===== src/rtl/gain_calibrator_pkg.sv =====
// Shared types and constants for the gain calibrator: FSM states, default widths,
// and the unity/saturation gain codes at those widths.
package gain_calibrator_pkg;

  typedef enum logic [2:0] {
    ST_IDLE,
    ST_ACCUM,
    ST_MEAN,
    ST_DIVIDE,
    ST_PUBLISH
  } cal_state_t;

  localparam int DEF_MAG_WIDTH  = 26;
  localparam int DEF_GAIN_WIDTH = 27;
  localparam int DEF_LOG2_AVG   = 4;

  localparam logic [DEF_GAIN_WIDTH-1:0] UNITY_GAIN = DEF_GAIN_WIDTH'(1) << (DEF_GAIN_WIDTH - 1);
  localparam logic [DEF_GAIN_WIDTH-1:0] SAT_GAIN   = {DEF_GAIN_WIDTH{1'b1}};
  localparam int                        DIV_CYCLES = DEF_GAIN_WIDTH + 1;

endpackage


===== src/rtl/gain_calibrator_divider.sv =====
// Serial unsigned restoring divider: one quotient bit per cycle, the first bit
// resolved on the load edge so the quotient is valid QUOTIENT_WIDTH cycles after load.
module gain_divider #(
  parameter int DIVIDEND_WIDTH = 52,
  parameter int DIVISOR_WIDTH  = 26,
  parameter int QUOTIENT_WIDTH = 27
) (
  input  logic                      clk,
  input  logic                      rst_n,
  input  logic                      load,
  input  logic [DIVIDEND_WIDTH-1:0] dividend,
  input  logic [DIVISOR_WIDTH-1:0]  divisor,
  output logic [QUOTIENT_WIDTH-1:0] quotient,
  output logic                      done
);

  localparam int CNT_WIDTH = $clog2(QUOTIENT_WIDTH + 1);

  logic [DIVISOR_WIDTH-1:0]  rem_reg;
  logic [QUOTIENT_WIDTH-1:0] dvd_reg;
  logic [QUOTIENT_WIDTH-1:0] quo_reg;
  logic [CNT_WIDTH-1:0]      cnt_reg;
  logic                      done_reg;

  logic [DIVISOR_WIDTH-1:0] rem_in;
  logic                     bit_in;
  logic [DIVISOR_WIDTH:0]   trial;
  logic                     fits;
  logic [DIVISOR_WIDTH-1:0] rem_step;

  // Caller guarantees dividend >> QUOTIENT_WIDTH < divisor, so the partial
  // remainder always fits in DIVISOR_WIDTH bits.
  always_comb begin
    rem_in = rem_reg;
    bit_in = dvd_reg[QUOTIENT_WIDTH-1];
    if (load) begin
      rem_in = DIVISOR_WIDTH'(dividend[DIVIDEND_WIDTH-1:QUOTIENT_WIDTH]);
      bit_in = dividend[QUOTIENT_WIDTH-1];
    end
    trial    = {rem_in, bit_in};
    fits     = (trial >= {1'b0, divisor});
    rem_step = fits ? DIVISOR_WIDTH'(trial - {1'b0, divisor}) : trial[DIVISOR_WIDTH-1:0];
  end

  always_ff @(posedge clk or negedge rst_n) begin
    if (!rst_n) begin
      rem_reg  <= '0;
      dvd_reg  <= '0;
      quo_reg  <= '0;
      cnt_reg  <= '0;
      done_reg <= 1'b0;
    end else if (load) begin
      rem_reg  <= rem_step;
      dvd_reg  <= {dividend[QUOTIENT_WIDTH-2:0], 1'b0};
      quo_reg  <= {{(QUOTIENT_WIDTH-1){1'b0}}, fits};
      cnt_reg  <= CNT_WIDTH'(QUOTIENT_WIDTH - 1);
      done_reg <= 1'b0;
    end else if (cnt_reg != '0) begin
      rem_reg  <= rem_step;
      dvd_reg  <= {dvd_reg[QUOTIENT_WIDTH-2:0], 1'b0};
      quo_reg  <= {quo_reg[QUOTIENT_WIDTH-2:0], fits};
      cnt_reg  <= cnt_reg - 1'b1;
      done_reg <= (cnt_reg == CNT_WIDTH'(1));
    end else begin
      done_reg <= 1'b0;
    end
  end

  assign quotient = quo_reg;
  assign done     = done_reg;

endmodule


===== src/rtl/gain_calibrator.sv =====
// Averages a burst of four-channel magnitudes and computes per-channel gains
// that pull each channel to the common mean; publishes them with a toggle handshake.
module gain_calibrator
  import gain_calibrator_pkg::*;
#(
  parameter int MAG_WIDTH  = DEF_MAG_WIDTH,
  parameter int GAIN_WIDTH = DEF_GAIN_WIDTH,
  parameter int LOG2_AVG   = DEF_LOG2_AVG
) (
  input  logic                    clk,
  input  logic                    rst_n,
  input  logic                    start,
  input  logic                    strobe,
  input  logic [4*MAG_WIDTH-1:0]  magnitudes,
  output logic [4*GAIN_WIDTH-1:0] gains,
  output logic                    gainsToggle,
  output logic                    done,
  output logic                    busy,
  output logic [3:0]              clipped
);

  localparam int ACC_WIDTH = MAG_WIDTH + LOG2_AVG;
  localparam int DVD_WIDTH = MAG_WIDTH + GAIN_WIDTH - 1;
  localparam int CYC_WIDTH = $clog2(GAIN_WIDTH + 1);

  localparam logic [GAIN_WIDTH-1:0] UNITY       = {1'b1, {(GAIN_WIDTH-1){1'b0}}};
  localparam logic [GAIN_WIDTH-1:0] SAT         = {GAIN_WIDTH{1'b1}};
  localparam logic [CYC_WIDTH-1:0]  LAST_CYC    = CYC_WIDTH'(GAIN_WIDTH);
  localparam logic [LOG2_AVG-1:0]   LAST_SAMPLE = {LOG2_AVG{1'b1}};

  cal_state_t state_reg, state_next;

  logic [LOG2_AVG-1:0]   sample_cnt_reg;
  logic [ACC_WIDTH-1:0]  acc_reg [4];
  logic [MAG_WIDTH-1:0]  mean [4];
  logic [MAG_WIDTH+1:0]  mean_sum;
  logic [MAG_WIDTH-1:0]  target_reg;
  logic [1:0]            ch_reg;
  logic [CYC_WIDTH-1:0]  cyc_reg;
  logic [GAIN_WIDTH-1:0] shadow_reg [4];
  logic [3:0]            clip_shadow_reg;
  logic                  special_reg;
  logic [GAIN_WIDTH-1:0] special_val_reg;

  logic [4*GAIN_WIDTH-1:0] gains_reg;
  logic                    toggle_reg;
  logic                    done_reg;
  logic [3:0]              clipped_reg;

  logic                    accept_start;
  logic                    take_sample;
  logic                    div_load;
  logic [MAG_WIDTH-1:0]    divisor;
  logic                    mean_zero;
  logic                    mean_sat;
  logic [GAIN_WIDTH-1:0]   quotient;
  logic                    div_done;

  assign accept_start = (state_reg == ST_IDLE) && start;
  assign take_sample  = (state_reg == ST_ACCUM) && strobe;

  for (genvar gi = 0; gi < 4; gi++) begin : g_chan
    assign mean[gi] = acc_reg[gi][ACC_WIDTH-1:LOG2_AVG];

    always_ff @(posedge clk or negedge rst_n) begin
      if (!rst_n) begin
        acc_reg[gi] <= '0;
      end else if (accept_start) begin
        acc_reg[gi] <= '0;
      end else if (take_sample) begin
        acc_reg[gi] <= acc_reg[gi] + ACC_WIDTH'(magnitudes[gi*MAG_WIDTH +: MAG_WIDTH]);
      end
    end
  end

  assign mean_sum = (MAG_WIDTH+2)'(mean[0]) + (MAG_WIDTH+2)'(mean[1])
                  + (MAG_WIDTH+2)'(mean[2]) + (MAG_WIDTH+2)'(mean[3]);

  // A target of twice the mean or more would need a quotient beyond GAIN_WIDTH bits.
  assign divisor   = mean[ch_reg];
  assign mean_zero = (divisor == '0);
  assign mean_sat  = ({1'b0, target_reg} >= {divisor, 1'b0});

  gain_divider #(
    .DIVIDEND_WIDTH (DVD_WIDTH),
    .DIVISOR_WIDTH  (MAG_WIDTH),
    .QUOTIENT_WIDTH (GAIN_WIDTH)
  ) u_divider (
    .clk      (clk),
    .rst_n    (rst_n),
    .load     (div_load),
    .dividend ({target_reg, {(GAIN_WIDTH-1){1'b0}}}),
    .divisor  (divisor),
    .quotient (quotient),
    .done     (div_done)
  );

  always_comb begin
    state_next = state_reg;
    div_load   = 1'b0;
    busy       = (state_reg != ST_IDLE);
    unique case (state_reg)
      ST_IDLE:    if (start) state_next = ST_ACCUM;
      ST_ACCUM:   if (strobe && sample_cnt_reg == LAST_SAMPLE) state_next = ST_MEAN;
      ST_MEAN:    state_next = ST_DIVIDE;
      ST_DIVIDE: begin
        div_load = (cyc_reg == '0);
        if (cyc_reg == LAST_CYC && ch_reg == 2'd3) state_next = ST_PUBLISH;
      end
      ST_PUBLISH: state_next = ST_IDLE;
      default:    state_next = ST_IDLE;
    endcase
  end

  always_ff @(posedge clk or negedge rst_n) begin
    if (!rst_n) begin
      state_reg <= ST_IDLE;
    end else begin
      state_reg <= state_next;
    end
  end

  always_ff @(posedge clk or negedge rst_n) begin
    if (!rst_n) begin
      sample_cnt_reg  <= '0;
      target_reg      <= '0;
      ch_reg          <= '0;
      cyc_reg         <= '0;
      shadow_reg      <= '{default: UNITY};
      clip_shadow_reg <= '0;
      special_reg     <= 1'b0;
      special_val_reg <= UNITY;
      gains_reg       <= {4{UNITY}};
      toggle_reg      <= 1'b0;
      done_reg        <= 1'b0;
      clipped_reg     <= '0;
    end else begin
      done_reg <= 1'b0;
      unique case (state_reg)
        ST_IDLE: begin
          if (start) sample_cnt_reg <= '0;
        end
        ST_ACCUM: begin
          if (strobe) sample_cnt_reg <= sample_cnt_reg + 1'b1;
        end
        ST_MEAN: begin
          target_reg <= mean_sum[MAG_WIDTH+1:2];
          ch_reg     <= '0;
          cyc_reg    <= '0;
        end
        ST_DIVIDE: begin
          if (cyc_reg == '0) begin
            special_reg             <= mean_zero || mean_sat;
            special_val_reg         <= mean_zero ? UNITY : SAT;
            clip_shadow_reg[ch_reg] <= mean_zero || mean_sat;
          end
          if (div_done) begin
            shadow_reg[ch_reg] <= special_reg ? special_val_reg : quotient;
          end
          if (cyc_reg == LAST_CYC) begin
            cyc_reg <= '0;
            ch_reg  <= ch_reg + 1'b1;
          end else begin
            cyc_reg <= cyc_reg + 1'b1;
          end
        end
        ST_PUBLISH: begin
          for (int i = 0; i < 4; i++) begin
            gains_reg[i*GAIN_WIDTH +: GAIN_WIDTH] <= shadow_reg[i];
          end
          clipped_reg <= clip_shadow_reg;
          toggle_reg  <= ~toggle_reg;
          done_reg    <= 1'b1;
        end
        default: ;
      endcase
    end
  end

  assign gains       = gains_reg;
  assign gainsToggle = toggle_reg;
  assign done        = done_reg;
  assign clipped     = clipped_reg;

endmodule


===== config.mk =====
export PLATFORM = sky130hd
export DESIGN_NAME = gain_calibrator
export DESIGN_NICKNAME = d
export VERILOG_FILES = /design/src/rtl/gain_calibrator_pkg.sv /design/src/rtl/gain_calibrator_divider.sv /design/src/rtl/gain_calibrator.sv
export SDC_FILE = /design/constraint.sdc
export NUM_CORES = 1
export LEC_CHECK = 0
export BUFFER_PORTS_ARGS = -buffer_cell sky130_fd_sc_hd__buf_4
export CAP_MARGIN = 20
export CORE_UTILIZATION = 49
export DETAILED_ROUTE_END_ITERATION = 7
export PLACE_DENSITY = 0.71
export SYNTH_ARGS = -nofsm -noshare
export SYNTH_HDL_FRONTEND = slang
export SYNTH_HIERARCHICAL = 1
export SYNTH_SLANG_ARGS = --single-unit

===== constraint.sdc =====
create_clock -name clk -period 9.8 [get_ports clk]
set_clock_uncertainty 0.15 [all_clocks]
set_input_delay 2.94 -clock clk [delete_from_list [all_inputs] [get_ports clk]]
set_output_delay 2.94 -clock clk [all_outputs]
set_load 0.02 [all_outputs]

-- After elaboration in Yosys (flattened, before gate mapping)
Cells that the tools add are included.
- flip-flop bits (word level): 500
- bits of input ports: 108
- output and inout port bits: 115
- word-level logic and storage cells: 124
- add/subtract/negate cells: 12
- magnitude comparators: 6
- eq/ne operators: 13
- muxes and demuxes: 45
- bitwise gates (word level): 2
- reductions and logical operators: 21
- operators with widths (kind ; count):
    2-to-1 mux 30 bit ; 8
    2-to-1 mux 26 bit ; 7
    2-to-1 mux 27 bit ; 6
    adder 30 x 26 -> 30 bit ; 4
    bitwise mux 108 bit ; 1
    demux 27 bit (select 2 bit) ; 1
    binary-select mux 26 bit (select 2 bit) ; 1
    adder 27 x 26 -> 28 bit ; 1
    adder 28 x 26 -> 28 bit ; 1
    adder 26 x 26 -> 27 bit ; 1
    greater-or-equal comparator 26 x 27 -> 1 bit ; 1
    greater-or-equal comparator 27 x 26 -> 1 bit ; 1
    zero test 26 bit ; 1
    subtractor 26 bit ; 1
    2-to-1 mux 5 bit ; 3
    case mux 3 bit (4 select lines) ; 1
    case mux 5 bit (2 select lines) ; 1
    2-to-1 mux 3 bit ; 3
    2-to-1 mux 4 bit ; 2
    inequality test 2 bit, second input constant ; 4
    case mux 4 bit (2 select lines) ; 1
    nonzero test 2 bit ; 4
    equality test 3 x 2 -> 1 bit, second input constant ; 2
    logical AND 1 bit ; 6
    29 further kinds ; 37

-- Depth between registers and ports, before layout
- depth after elaboration: 8
- mapped depth: 21

-- Modules after synthesis
Netlist, hierarchy kept.
- modules (own cells, without submodules) (module ; times used ; cells an instance ; area an instance (um^2) ; sequential area each (um^2)):
    gain_calibrator ; 1 ; 2331 ; 23358.7 ; 9719.3
    gain_divider ; 1 ; 624 ; 5516.5 ; 2127.0

-- Worst setup path after synthesis
OpenSTA, ideal clock, no wires.
- path type: in2reg
- start: in magnitudes[78]
- end: reg acc_reg[28] in the netlist's numbering
- arrival time: 5.209 ns
- data required time: 9.514 ns
- setup slack: 4.304 ns
- stages on the path: 11
- buffers on the path: 0
- cell sequence: ha_1 > fa_1 > a211oi_1 > o21bai_1 > nor4_1 > o31a_1 > o41ai_4 > a41o_1 > a31oi_1 > or3_1 > a21oi_1
- longest elaborated chain between the ends: 3
- RTL lines (element ; line ; text):
    from (decl) ; gain_calibrator.sv:14 ; input logic [4*MAG_WIDTH-1:0] magnitudes,
    adder 30 x 26 -> 30 bit ; gain_calibrator.sv:71 ; acc_reg[gi] <= acc_reg[gi] + ACC_WIDTH'(magnitudes[gi*MAG_WIDTH +: MAG_WIDTH]);
    2-to-1 mux 30 bit ; gain_calibrator.sv:70 ; end else if (take_sample) begin
    2-to-1 mux 30 bit ; gain_calibrator.sv:68 ; end else if (accept_start) begin
    to (signal, indexed assignment) ; gain_calibrator.sv:71 ;
    to (decl) ; gain_calibrator.sv:34 ; logic [ACC_WIDTH-1:0] acc_reg [4];
No other way between the ends. The select of a mux whose other input is x is not followed.
A chain may end at the register's enable or synchronous reset.

-- Worst setup path in the final report
- start: reg state_reg[1]
- end: reg u_divider.rem_reg[12]
- longest elaborated chain between the ends: 7
- elaborated cells between the ends (all ways): 10
- those cells by class: 1 x add/sub; 1 x order compare; 1 x eq/ne; 6 x mux; 1 x reduce/logical
- RTL lines (element ; line ; text):
    from (decl) ; gain_calibrator.sv:31 ; cal_state_t state_reg, state_next;
    from (signal assigned) ; gain_calibrator.sv:119 ; state_reg <= state_next;
    equality test 3 x 2 -> 1 bit * ; gain_calibrator.sv:102 ; unique case (state_reg)
    2-to-1 mux 1 bit * ; gain_calibrator.sv:102 ;
    named net div_load ; gain_calibrator.sv:52 ; logic div_load;
    2-to-1 mux 1 bit or 2-to-1 mux 26 bit (tied branches) ; gain_calibrator_divider.sv:36 ; if (load) begin
    subtractor 26 bit or greater-or-equal comparator 27 x 26 -> 1 bit (tied branches) ; gain_calibrator_divider.sv:42, gain_calibrator_divider.sv:41 ;
    2-to-1 mux 26 bit ; gain_calibrator_divider.sv:42 ; rem_step = fits ? DIVISOR_WIDTH'(trial - {1'b0, divisor}) : trial[DIVISOR_WIDTH-1:0];
    2-to-1 mux 26 bit ; gain_calibrator_divider.sv:58 ; end else if (cnt_reg != '0) begin
    2-to-1 mux 26 bit ; gain_calibrator_divider.sv:52 ; end else if (load) begin
    to (signal assigned) ; gain_calibrator_divider.sv:53 ; rem_reg <= rem_step;
    to (signal assigned) ; gain_calibrator_divider.sv:59 ; rem_reg <= rem_step;
    to (decl) ; gain_calibrator_divider.sv:19 ; logic [DIVISOR_WIDTH-1:0] rem_reg;
The timed path passes the listed nets; every way through them passes the cells marked *. The select of a mux whose other input is x is not followed.

==> out/results.ini <==
[setup_path]
critPathLaunchType = register
worstSetupPathType = reg -> reg
setup.worst_path.end_class = register
worstPathMaxFanout = 61
arrival_ns = 5.94
worstPathRequired_ns = 10.12

[power_and_ir_drop]
p_per_area_mw_per_mm2 = 374.2
leakage_uw = 0.01583
ir_drop_uv = 209.0
p_total_uw = 12400

[layout]
nNetsFinal = 3514
multi_input_area_mm2 = 0.01577
layout-drive-gt1-share_pct = 16.84
final_cell_mix = 464 x dfrtp_1, 356 x nand2_1, 241 x buf_4
fin_area_mm2 = 0.03313
area_growth_pct = 14.72
fillers = 5075
final_common_cell = dfrtp_1
fin_cells = 3962
regArea_mm2 = 0.01185
largest_reg_flops = 120

[logic_synthesis]
synthArstFlopShare_pct = 100.0
synth_seq_cells = 473
post_synth.cell_area_avg_um2 = 9.772
synth.distinct_cells = 90
syn_inst = 2955
synth-edff-count = 0
yosys_warnings = 6
seq_area_frac_synth_pct = 41.03
ys.flop_type = dfrtp_1
synth_area_mm2 = 0.02888

[placement]
dpl.hpwl_um = 56060
gp_congestion = 0.9679
place_area_mm2 = 0.03141
dp_slack_ns = 3.626
dpl.cell_count = 3868
port_buffers = 222

[detailed_routing]
wl_per_cell_um = 19.22
num_vias = 22895
drc = 0
ant_nets = 0
drt-initial-drc-count = 1425
routed_via_density = 5.779
wl_um = 76160
dr.pass1.iters = 6

[min_path]
hold_path.class = reg -> reg

[flow_run]
maxCapViolations = 0

[cts]
htree_levels = 2
cts_tree = built
clockRootBuffer = clkbuf_16
cts_sinks = 473
clk_path_buf_depth = 3
post_cts_buffers = 0
cts_resized = 0
path_clk_slew_ns = 0.06
cts_buffers = 52
insertion_delay_ns = 0.63
ctsHoldBuffers = 0

[timing]
min_period_over_period_pct = 57.39
fin_ws_ns = 4.176
relSlewSlack_pct = 28.87
grt_setup_unrepaired = no
setup_violations = 0
worst_pin_slew_ns = 1.067
fmax_mhz = 177.8
final.min_clock_period_ns = 5.624
setup_tns_ns = 0
hold_viol = 0
drv_slew = 0

[grt]
grt_first_pass_wirelength_um = 122300
grt_overflow = 0
track_usage_pct = 25.48
antenna_found_initial = 2
grt_pass1_vias = 22784
grt_max_degree = 165

[floorplanning]
start_util_pct = 49.86
fp.dieW_um = 244.8
placementRows = 88
boundaryPins = 223
dieArea_mm2 = 0.05990
core_area_mm2 = 0.05792
die_y_um = 244.8

[outcome]
status = finished, final reports clean

[synthesized netlist by cell type (8+ instances only)]
| cell type | count | share of area [%] |
|---|---|---|
| o21ai_1 | 90 | 1.6 |
| a21o_1 | 76 | 2.0 |
| ha_1 | 192 | 8.3 |
| o21bai_1 | 20 | 0.52 |
| mux2i_1 | 53 | 1.8 |
| mux2_2 | 138 | 5.4 |
| xnor2_1 | 70 | 2.1 |
| o211ai_1 | 12 | 0.31 |
| clkbuf_1 | 110 | 1.4 |
| o21ai_0 | 179 | 3.1 |
| nor3_1 | 17 | 0.29 |
| nor2_1 | 114 | 1.5 |
| nand2b_1 | 23 | 0.50 |
| a31oi_1 | 22 | 0.48 |
| inv_1 | 235 | 3.1 |
| and3_1 | 16 | 0.35 |
| nand3_1 | 47 | 0.81 |
| fa_1 | 57 | 4.0 |
| o21a_1 | 20 | 0.52 |
| o31ai_1 | 17 | 0.44 |
| nand4_1 | 30 | 0.65 |
| a21oi_1 | 228 | 4.0 |
| dfrtp_1 | 465 | 40 |
| dfstp_2 | 8 | 0.73 |
| a22o_1 | 11 | 0.33 |
| or3_1 | 11 | 0.24 |
| mux4_2 | 26 | 2.0 |
| xor2_1 | 69 | 2.1 |
| nor4_1 | 8 | 0.17 |
| nand2_1 | 357 | 4.6 |
| o22ai_1 | 73 | 1.6 |
| a211oi_1 | 27 | 0.70 |
| nor2b_1 | 12 | 0.26 |
[routing by layer]
| layer | vias up | part of all wire [%] | track usage [%] |
|---|---|---|---|
| met2 | 683 | 47 | 41.53 |
| met5 | - | 0 | 0 |
| li1 | 10843 | - | - |
| met1 | 11251 | 45 | 35.29 |
| met3 | 118 | 5.8 | 3.411 |
| met4 | 0 | 2.8 | 7.721 |
[power breakdown]
group          total [µW]  internal, µW  switching (µW)  leakage, µW
clock                1960          1110             846     0.000820
combinational        7510          3130            4370      0.00876
sequential           2930          2490             443      0.00625
[per-stage QoR]
stage	util [%]	hold slack, ns
after floorplan	-	0.2931
after global placement	54.10	0.3064
after detailed placement	54.24	0.3107
after CTS	57.19	0.3203
after global routing	57.20	0.3357
final	57.20	0.3169
[worst max-delay path, cell delays in order (launching register included)]
cell and delay (ns):
dfrtp_1 0.55, nor2b_1 0.40, nand2_1 0.18, nor3_2 0.18, buf_4 0.60, buf_4 0.56
mux2_2 0.41, ha_1 0.34, nand3_1 0.16, nor4b_1 0.48, nand2_1 0.13, o211ai_2 0.10
a21o_1 0.62, buf_8 0.24, mux2i_1 0.20, a21oi_1 0.08
[area by class of cell]
class / instances / share of cell area [%]
diodes: 2 / 0.01511
clock buffers: 68 / 4.291
clock inverters: 24 / 0.8687
inverters: 237 / 2.685
multi-input cells: 2145 / 47.61
flip-flops and latches: 473 / 35.76
well taps: 765 / 2.889
repair buffers: 248 / 5.877
[final timing paths]
check,startpoint,endpoint,slack [ns],cells past startpoint
hold / removal,shadow_reg[80],shadow_reg[80],0.32,2
setup reg to reg,state_reg[1],u_divider/rem_reg[12],4.18,15
min in group asynchronous,rst_n,u_divider/dvd_reg[21],2.21,1
setup / recovery,state_reg[1],u_divider/rem_reg[12],4.18,15
max in group asynchronous,rst_n,gainsToggle,5.83,2
hold reg to reg,shadow_reg[80],shadow_reg[80],0.32,2
[logic make-up (layout without fill, tap and decap cells)]
family,after synthesis,in the layout,synth area share [%]
AO/OA/AOI/OAI,842,842,17.91
flip-flops,473,473,41.03
multiplexers,218,218,9.286
AND/OR/NAND/NOR,671,671,10.40
adder cells (fa/ha/maj),249,249,12.27
other,1,28,0.01299
buffers and inverters,362,577,4.875
XOR/XNOR,139,139,4.216
Note: power is estimated with default switching activity, not from simulation.
